==> src/rtl/branch_predict_ctrl_if.sv <==
// Fetch/EX <-> branch redirect controller signal bundle.
// BRPRED_STATS_EN adds the statistics counter outputs.
interface branch_predict_ctrl_if #(
    parameter int PC_W = 16
);
    logic [PC_W-1:0] if_pc;
    logic            pred_taken;
    logic            ex_valid;
    logic            ex_is_cond;
    logic [PC_W-1:0] ex_pc;
    logic            ex_pred;
    logic            ex_taken;
    logic [PC_W-1:0] ex_target;
    logic [PC_W-1:0] ex_fallthru;
    logic            flush;
    logic            stall_ex;
    logic            redir_valid;
    logic [PC_W-1:0] redir_pc;
    logic            redir_ready;
`ifdef BRPRED_STATS_EN
    logic [15:0]     stat_branches;
    logic [15:0]     stat_mispred;
`endif

    // Pipeline side: drives lookups, resolutions and fetch acceptance.
    modport master (
`ifdef BRPRED_STATS_EN
        input  stat_branches, stat_mispred,
`endif
        output if_pc, ex_valid, ex_is_cond, ex_pc, ex_pred, ex_taken,
        output ex_target, ex_fallthru, redir_ready,
        input  pred_taken, flush, stall_ex, redir_valid, redir_pc
    );

    // Controller side.
    modport slave (
`ifdef BRPRED_STATS_EN
        output stat_branches, stat_mispred,
`endif
        input  if_pc, ex_valid, ex_is_cond, ex_pc, ex_pred, ex_taken,
        input  ex_target, ex_fallthru, redir_ready,
        output pred_taken, flush, stall_ex, redir_valid, redir_pc
    );
endinterface

==> src/rtl/branch_predict_ctrl.sv <==
// 2-bit saturating-counter branch predictor with mispredict flush/redirect FSM.
// Optional BRPRED_STATS_EN adds branch and mispredict statistics counters.
module branch_predict_ctrl #(
    parameter int PC_W  = 16,
    parameter int IDX_W = 4
) (
    input logic                  clk,
    input logic                  rst,
    branch_predict_ctrl_if.slave bus
);
    localparam int unsigned N_CTR = 1 << IDX_W;

    typedef enum logic {
        IDLE,
        REDIRECT
    } state_t;

    state_t          r_state;
    state_t          w_state_nxt;
    logic [1:0]      r_ctr [N_CTR];
    logic [PC_W-1:0] r_redir_pc;

    logic [IDX_W-1:0] w_if_idx;
    logic [IDX_W-1:0] w_ex_idx;
    logic             w_mis;
    logic             w_train;
    logic             w_capture;
    logic             w_flush;
    logic             w_stall;
    logic             w_rvalid;
    logic             w_unused;

    assign w_if_idx = bus.if_pc[IDX_W:1];
    assign w_ex_idx = bus.ex_pc[IDX_W:1];
    assign w_mis    = bus.ex_valid && (bus.ex_taken != bus.ex_pred);
    assign w_unused = &{1'b0, bus.if_pc[0], bus.ex_pc[0],
                        bus.if_pc[PC_W-1:IDX_W+1], bus.ex_pc[PC_W-1:IDX_W+1]};

    always_comb begin
        w_state_nxt = r_state;
        w_flush     = 1'b0;
        w_stall     = 1'b0;
        w_rvalid    = 1'b0;
        w_train     = 1'b0;
        w_capture   = 1'b0;
        case (r_state)
            IDLE: begin
                w_train = bus.ex_valid && bus.ex_is_cond;
                if (w_mis) begin
                    w_flush     = 1'b1;
                    w_capture   = 1'b1;
                    w_state_nxt = REDIRECT;
                end
            end
            REDIRECT: begin
                w_flush  = 1'b1;
                w_stall  = 1'b1;
                w_rvalid = 1'b1;
                if (bus.redir_ready) begin
                    w_state_nxt = IDLE;
                end
            end
            default: w_state_nxt = IDLE;
        endcase
    end

    always_ff @(posedge clk) begin
        if (rst) begin
            r_state    <= IDLE;
            r_redir_pc <= '0;
            for (int unsigned i = 0; i < N_CTR; i++) begin
                r_ctr[i] <= 2'b01;
            end
        end else begin
            r_state <= w_state_nxt;
            if (w_capture) begin
                r_redir_pc <= bus.ex_taken ? bus.ex_target : bus.ex_fallthru;
            end
            // Lookup reads the pre-update counter; no bypass on same-index update.
            if (w_train) begin
                if (bus.ex_taken && (r_ctr[w_ex_idx] != 2'b11)) begin
                    r_ctr[w_ex_idx] <= r_ctr[w_ex_idx] + 2'd1;
                end else if (!bus.ex_taken && (r_ctr[w_ex_idx] != 2'b00)) begin
                    r_ctr[w_ex_idx] <= r_ctr[w_ex_idx] - 2'd1;
                end
            end
        end
    end

    assign bus.pred_taken  = r_ctr[w_if_idx][1];
    assign bus.flush       = w_flush;
    assign bus.stall_ex    = w_stall;
    assign bus.redir_valid = w_rvalid;
    assign bus.redir_pc    = r_redir_pc;

`ifdef BRPRED_STATS_EN
    logic [15:0] r_stat_br;
    logic [15:0] r_stat_mis;

    always_ff @(posedge clk) begin
        if (rst) begin
            r_stat_br  <= '0;
            r_stat_mis <= '0;
        end else begin
            if (w_train) begin
                r_stat_br <= r_stat_br + 16'd1;
            end
            if (w_capture) begin
                r_stat_mis <= r_stat_mis + 16'd1;
            end
        end
    end

    assign bus.stat_branches = r_stat_br;
    assign bus.stat_mispred  = r_stat_mis;
`endif
endmodule

==> src/flat_wrapper.sv <==
// flat-port wrapper written by rule: the top's interface ports become plain ports
module branch_predict_ctrl_flat 
#(
    parameter int PC_W  = 16,
    parameter int IDX_W = 4
)
  (clk, rst, bus_if_pc, bus_ex_valid, bus_ex_is_cond, bus_ex_pc, bus_ex_pred, bus_ex_taken, bus_ex_target, bus_ex_fallthru, bus_redir_ready, bus_pred_taken, bus_flush, bus_stall_ex, bus_redir_valid, bus_redir_pc);
  branch_predict_ctrl_if #(.PC_W(PC_W)) bus_i ();
  input logic clk;
  input logic rst;
  input wire logic [$bits(bus_i.if_pc)-1:0] bus_if_pc;
  input wire logic [$bits(bus_i.ex_valid)-1:0] bus_ex_valid;
  input wire logic [$bits(bus_i.ex_is_cond)-1:0] bus_ex_is_cond;
  input wire logic [$bits(bus_i.ex_pc)-1:0] bus_ex_pc;
  input wire logic [$bits(bus_i.ex_pred)-1:0] bus_ex_pred;
  input wire logic [$bits(bus_i.ex_taken)-1:0] bus_ex_taken;
  input wire logic [$bits(bus_i.ex_target)-1:0] bus_ex_target;
  input wire logic [$bits(bus_i.ex_fallthru)-1:0] bus_ex_fallthru;
  input wire logic [$bits(bus_i.redir_ready)-1:0] bus_redir_ready;
  output wire logic [$bits(bus_i.pred_taken)-1:0] bus_pred_taken;
  output wire logic [$bits(bus_i.flush)-1:0] bus_flush;
  output wire logic [$bits(bus_i.stall_ex)-1:0] bus_stall_ex;
  output wire logic [$bits(bus_i.redir_valid)-1:0] bus_redir_valid;
  output wire logic [$bits(bus_i.redir_pc)-1:0] bus_redir_pc;
  assign bus_i.if_pc = bus_if_pc;
  assign bus_i.ex_valid = bus_ex_valid;
  assign bus_i.ex_is_cond = bus_ex_is_cond;
  assign bus_i.ex_pc = bus_ex_pc;
  assign bus_i.ex_pred = bus_ex_pred;
  assign bus_i.ex_taken = bus_ex_taken;
  assign bus_i.ex_target = bus_ex_target;
  assign bus_i.ex_fallthru = bus_ex_fallthru;
  assign bus_i.redir_ready = bus_redir_ready;
  assign bus_pred_taken = bus_i.pred_taken;
  assign bus_flush = bus_i.flush;
  assign bus_stall_ex = bus_i.stall_ex;
  assign bus_redir_valid = bus_i.redir_valid;
  assign bus_redir_pc = bus_i.redir_pc;
  branch_predict_ctrl #(.PC_W(PC_W), .IDX_W(IDX_W)) u_core (.clk(clk), .rst(rst), .bus(bus_i));
endmodule
==> config.mk <==
export PLATFORM = sky130hd
export DESIGN_NAME = branch_predict_ctrl_flat
export DESIGN_NICKNAME = d
export VERILOG_FILES = /design/src/rtl/branch_predict_ctrl_if.sv /design/src/rtl/branch_predict_ctrl.sv /design/src/flat_wrapper.sv
export SDC_FILE = /design/constraint.sdc
export NUM_CORES = 1
export LEC_CHECK = 0
export BUFFER_PORTS_ARGS = -buffer_cell sky130_fd_sc_hd__buf_2
export CORE_MARGIN = 8
export CORE_UTILIZATION = 30
export CTS_CLUSTER_SIZE = 30
export DETAILED_ROUTE_END_ITERATION = 7
export GPL_TIMING_DRIVEN = 0
export SETUP_SLACK_MARGIN = 0.3
export SLEW_MARGIN = 10
export SYNTH_ARGS = -nofsm -noshare
export SYNTH_HDL_FRONTEND = slang
export SYNTH_SLANG_ARGS = --single-unit
==> constraint.sdc <==
create_clock -name clk -period 2.2 [get_ports clk]
set_input_delay 0 -clock clk [delete_from_list [all_inputs] [get_ports clk]]
set_output_delay 0 -clock clk [all_outputs]
set_load 0.02 [all_outputs]
==> summary.md <==
| Metric | Value |
|---|---|
| Post-Syn Area | 0.00276 sq mm |
| TritonCTS Buffers | 5 |
| Top post-synthesis cells by area | edfxtp_1 35%, dfxtp_1 12%, mux2i_1 11%, mux4_2 5.7%, nor2_1 5.0% |
| EDFF count, synth | 32 |
| Worst EP required | roughly 2200 ps |
| WL/cell | 16.8 um |
| Cell with the most instances after synthesis | nor2_1 |
| Die X | about 110 um |
| Sw Ratio | between 20% and 30% |
| Die Area | ~0.013 sq mm |
| CP delay by family, top | multiplexers |
| Worst r2r src | u_core.r_ctr[12][0] |
| Critical path buffer and inverter count | 1 |
| Inserted Diodes | 0 |
| RSZ-0062 raised after global routing | yes |
| VDD IR max | ~0.26 mV |
| Status | finished, final reports clean |
| Hold Path Class | in -> reg |
| Placed cell count | a little over 400 |
| Post-Layout Inst Area | 0.00365 sq mm |
| Post-Route WL | between 7000 and 8000 um |
| Final Wtd Congestion | ~0.8 |
| Synth top area share | 34.8% |
| First-pass GRT wire length | 11800 um |
| Psw | roughly 600 uW |
| Crit-path max FO | 8 |
| Fin util | just over 40% |
| Fmax | around 480 MHz |
| Post-synthesis instance total | 238 |
| DP Wirelength | approximately 5400 um |
| Total grt overflow | 0 |
| I/O Buffers | 63 |
| Hold path depth | 3 |
| Multi-input gate area | 0.00154 sq mm |
| Avg Cell Area, Syn | between 10 and 15 sq um |
| Int Pwr | ~1500 uW |
| Vias | ~2.2k |
| Slowest stage delay, CP | 520 ps |
| Worst Path Arrival | between 2000 and 2500 ps |
| Row cnt | 35 |
| I/O Pins | around 90 |
| Setup TNS | 0 ps |
| Setup Viol. Count Final | 0 |
| Remaining DRCs | 0 |
| Max cap viols | 0 |
| Crit. path cell count | 6 |
| Layout Nets | between 300 and 400 |
| Clk pwr share | between 20% and 30% |
| Initial core utilization | between 30% and 40% |
| DRT Pass-1 Iters | 4 |
| Worst Max-Slew Pin Slew | 632 ps |
| Post-synthesis sequential area ratio | between 40% and 50% |
| Clk sinks | just under 50 |
| Vias in the first global route | approximately 2.4k |
| Final hold violations | 0 |
| FILL cells | slightly below 900 |
| Sequential cell area | 0.00130 sq mm |
| Critical-path cell list | mux4_2, mux2_4, xnor2_4, mux2i_4, buf_12, nor3_2 |
| P&R area growth vs syn | 32.2% |
| Critical path startpoint category | flop |
| Yosys warns | 0 |
| DR iter-0 viols | roughly 120 |
| Post-layout total power | 2100 uW |
| Pin count of the biggest net entering global routing | 16 |
| Most used DFF post-synth | edfxtp_1 |
| Total GRT Usage | 11.6% |
| Power per Cell Area | around 580 mW/mm^2 |
| Final std cells w/o fill | ~430 |
| Slew Viols, Final | 0 |
| Reg2Reg Depth | 6 |
| Root buf cell | clkbuf_8 |
| Crit path max-delay cell type | mux4_2 |
| Setup Skew | between 15 and 20 ps |
| Tmin final | about 2100 ps |
| Placed cell areas | around 0.0032 sq mm |
| Die Ht | 112 um |
| Min-Delay Startpoint | bus_ex_fallthru[13] |
| Deepest clock path buffer count | 2 |
| Fin crit share | between 90% and 100% |
| Post-synthesis async set-or-reset flop share | 0% |
| Post-route ant nets | 0 |
| Synth top cells by count | 37 x nor2_1, 32 x edfxtp_1, 30 x mux2i_1, 18 x nand2_1, 17 x dfxtp_1 |
| Initial antenna violation count | 0 |
| Total core area | approximately 0.009 sq mm |
| Worst-case hold path end point | u_core.bus.redir_pc[13] |
| Comb pwr share | 23.7% |
| Layout cells sized above 1 | a little over two fifths |
| Synthesized flop and latch total | 49 |
| Critical Path End Type | flop |
| CTS tree | built |
| Clock-pin slew on the worst setup and hold paths | about 90 ps |
| Sequential group share of total power | about 50% |
| Max_slew headroom | around 58% |
| CTS HTree Levels | 2 |
| Kind of critical path | reg -> reg |
| Post-synthesis cell type count | 38 |
| Worst R2R End | u_core.r_ctr[13][1] |
| Most area-hungry cell type in the Yosys netlist | edfxtp_1 |
| Via-to-Cell Ratio | ~5.1 |
| Clock latency at the later pin of the worst-skew pair | 310 ps |
| Leakage | 0.00141 uW |
| R2r setup slk | 130 ps |
| Synthesized Nets | 309 |
[final cells by class]
cell class | instances | share of cell area, %
repair buffers | 71 | 11.1
plain buffers | 19 | 4.73
multi-input cells | 170 | 42.2
clock inverters | 1 | 0.171
well taps | 111 | 3.81
flip-flops and latches | 49 | 35.7
clock buffers | 7 | 2.37
[cell families (layout without fill, tap and decap cells)]
| logic type | count (synthesis) | after routing | share of synthesized area, % |
|---|---|---|---|
| buf+inv | 19 | 98 | 6.03 |
| compound gates | 35 | 35 | 9.56 |
| flops | 49 | 49 | 47.1 |
| xor+xnor | 3 | 3 | 0.952 |
| simple gates | 88 | 88 | 14.6 |
| mux | 44 | 44 | 21.7 |
[layout by cell type, fill, tap and decap left out, types with 2 or more instances in the layout]
cell type	count
dfxtp_1	17
mux2i_2	2
a21o_1	6
buf_6	3
a31o_4	2
mux2_4	2
buf_2	66
nand2_1	18
clkbuf_8	10
nand2b_1	2
and2_2	2
mux2i_4	3
a211oi_1	16
o21bai_4	8
clkbuf_1	7
mux4_2	11
nor2_2	2
edfxtp_1	32
nor2_1	35
mux2i_1	25
dlygate4sd3_1	2
buf_12	3
nand3_1	10
nor3_2	4
buf_4	4
nor2b_1	2
nor3_4	4
[routing by layer]
layer | GRT usage [%] | vias to the layer above | wire length, um
li1 | - | 1043 | -
met1 | 15.4 | 1015 | 3260
met2 | 17.2 | 103 | 3180
met3 | 4.06 | 13 | 631
met4 | 3.78 | 0 | 131
met5 | 0 | - | 0
[worst min-delay path: stages]
cell	delay (ps)
buf_2	90
mux2i_1	120
a211oi_1	80
[repair_timing]
item	4_1_cts	5_1_grt
cloned	0	1
gates resized for setup	39	12
endpoints found under the hold margin	1	0
buffers inserted	6	0
hold buffers	1	0
endpoints found under the setup margin	62	64
pin swaps	14	3
[through the flow]
step	setup WS, ps	hold slack, ps
2_1_floorplan	316	202
3_3_place_gp	9.20	323
3_5_place_dp	1.08	321
4_1_cts	193	25.9
5_1_grt	104	43.4
6_report	130	32.7
[flip-flops by register name, summed over array words and instances (netlist names)]
name                 cells
u_core.r_state           1
u_core.bus.redir_pc     16
u_core.r_ctr            32
[power groups by stage]
stage / combinational, uW / sequential [uW] / clock [uW]
2_1_floorplan: 234 / 1090 / 0
3_3_place_gp: 398 / 1060 / 0
3_5_place_dp: 404 / 1060 / 0
4_1_cts: 479 / 1040 / 570
5_1_grt: 540 / 1050 / 605
6_report: 498 / 1040 / 560
[worst max-delay path by stage]
stage	from	to	slack, ps
floorplan	u_core.r_ctr[11][0]	u_core.r_ctr[10][1]	320
global placement	u_core.r_ctr[14][1]	u_core.r_ctr[4][0]	9
detailed placement	u_core.r_ctr[2][1]	u_core.r_ctr[6][0]	1
CTS	u_core.r_ctr[6][0]	u_core.r_ctr[0][0]	190
global route	u_core.r_ctr[11][0]	u_core.r_ctr[13][1]	100
finish	u_core.r_ctr[12][0]	u_core.r_ctr[13][1]	130
Power figures use the tool's default switching activity.
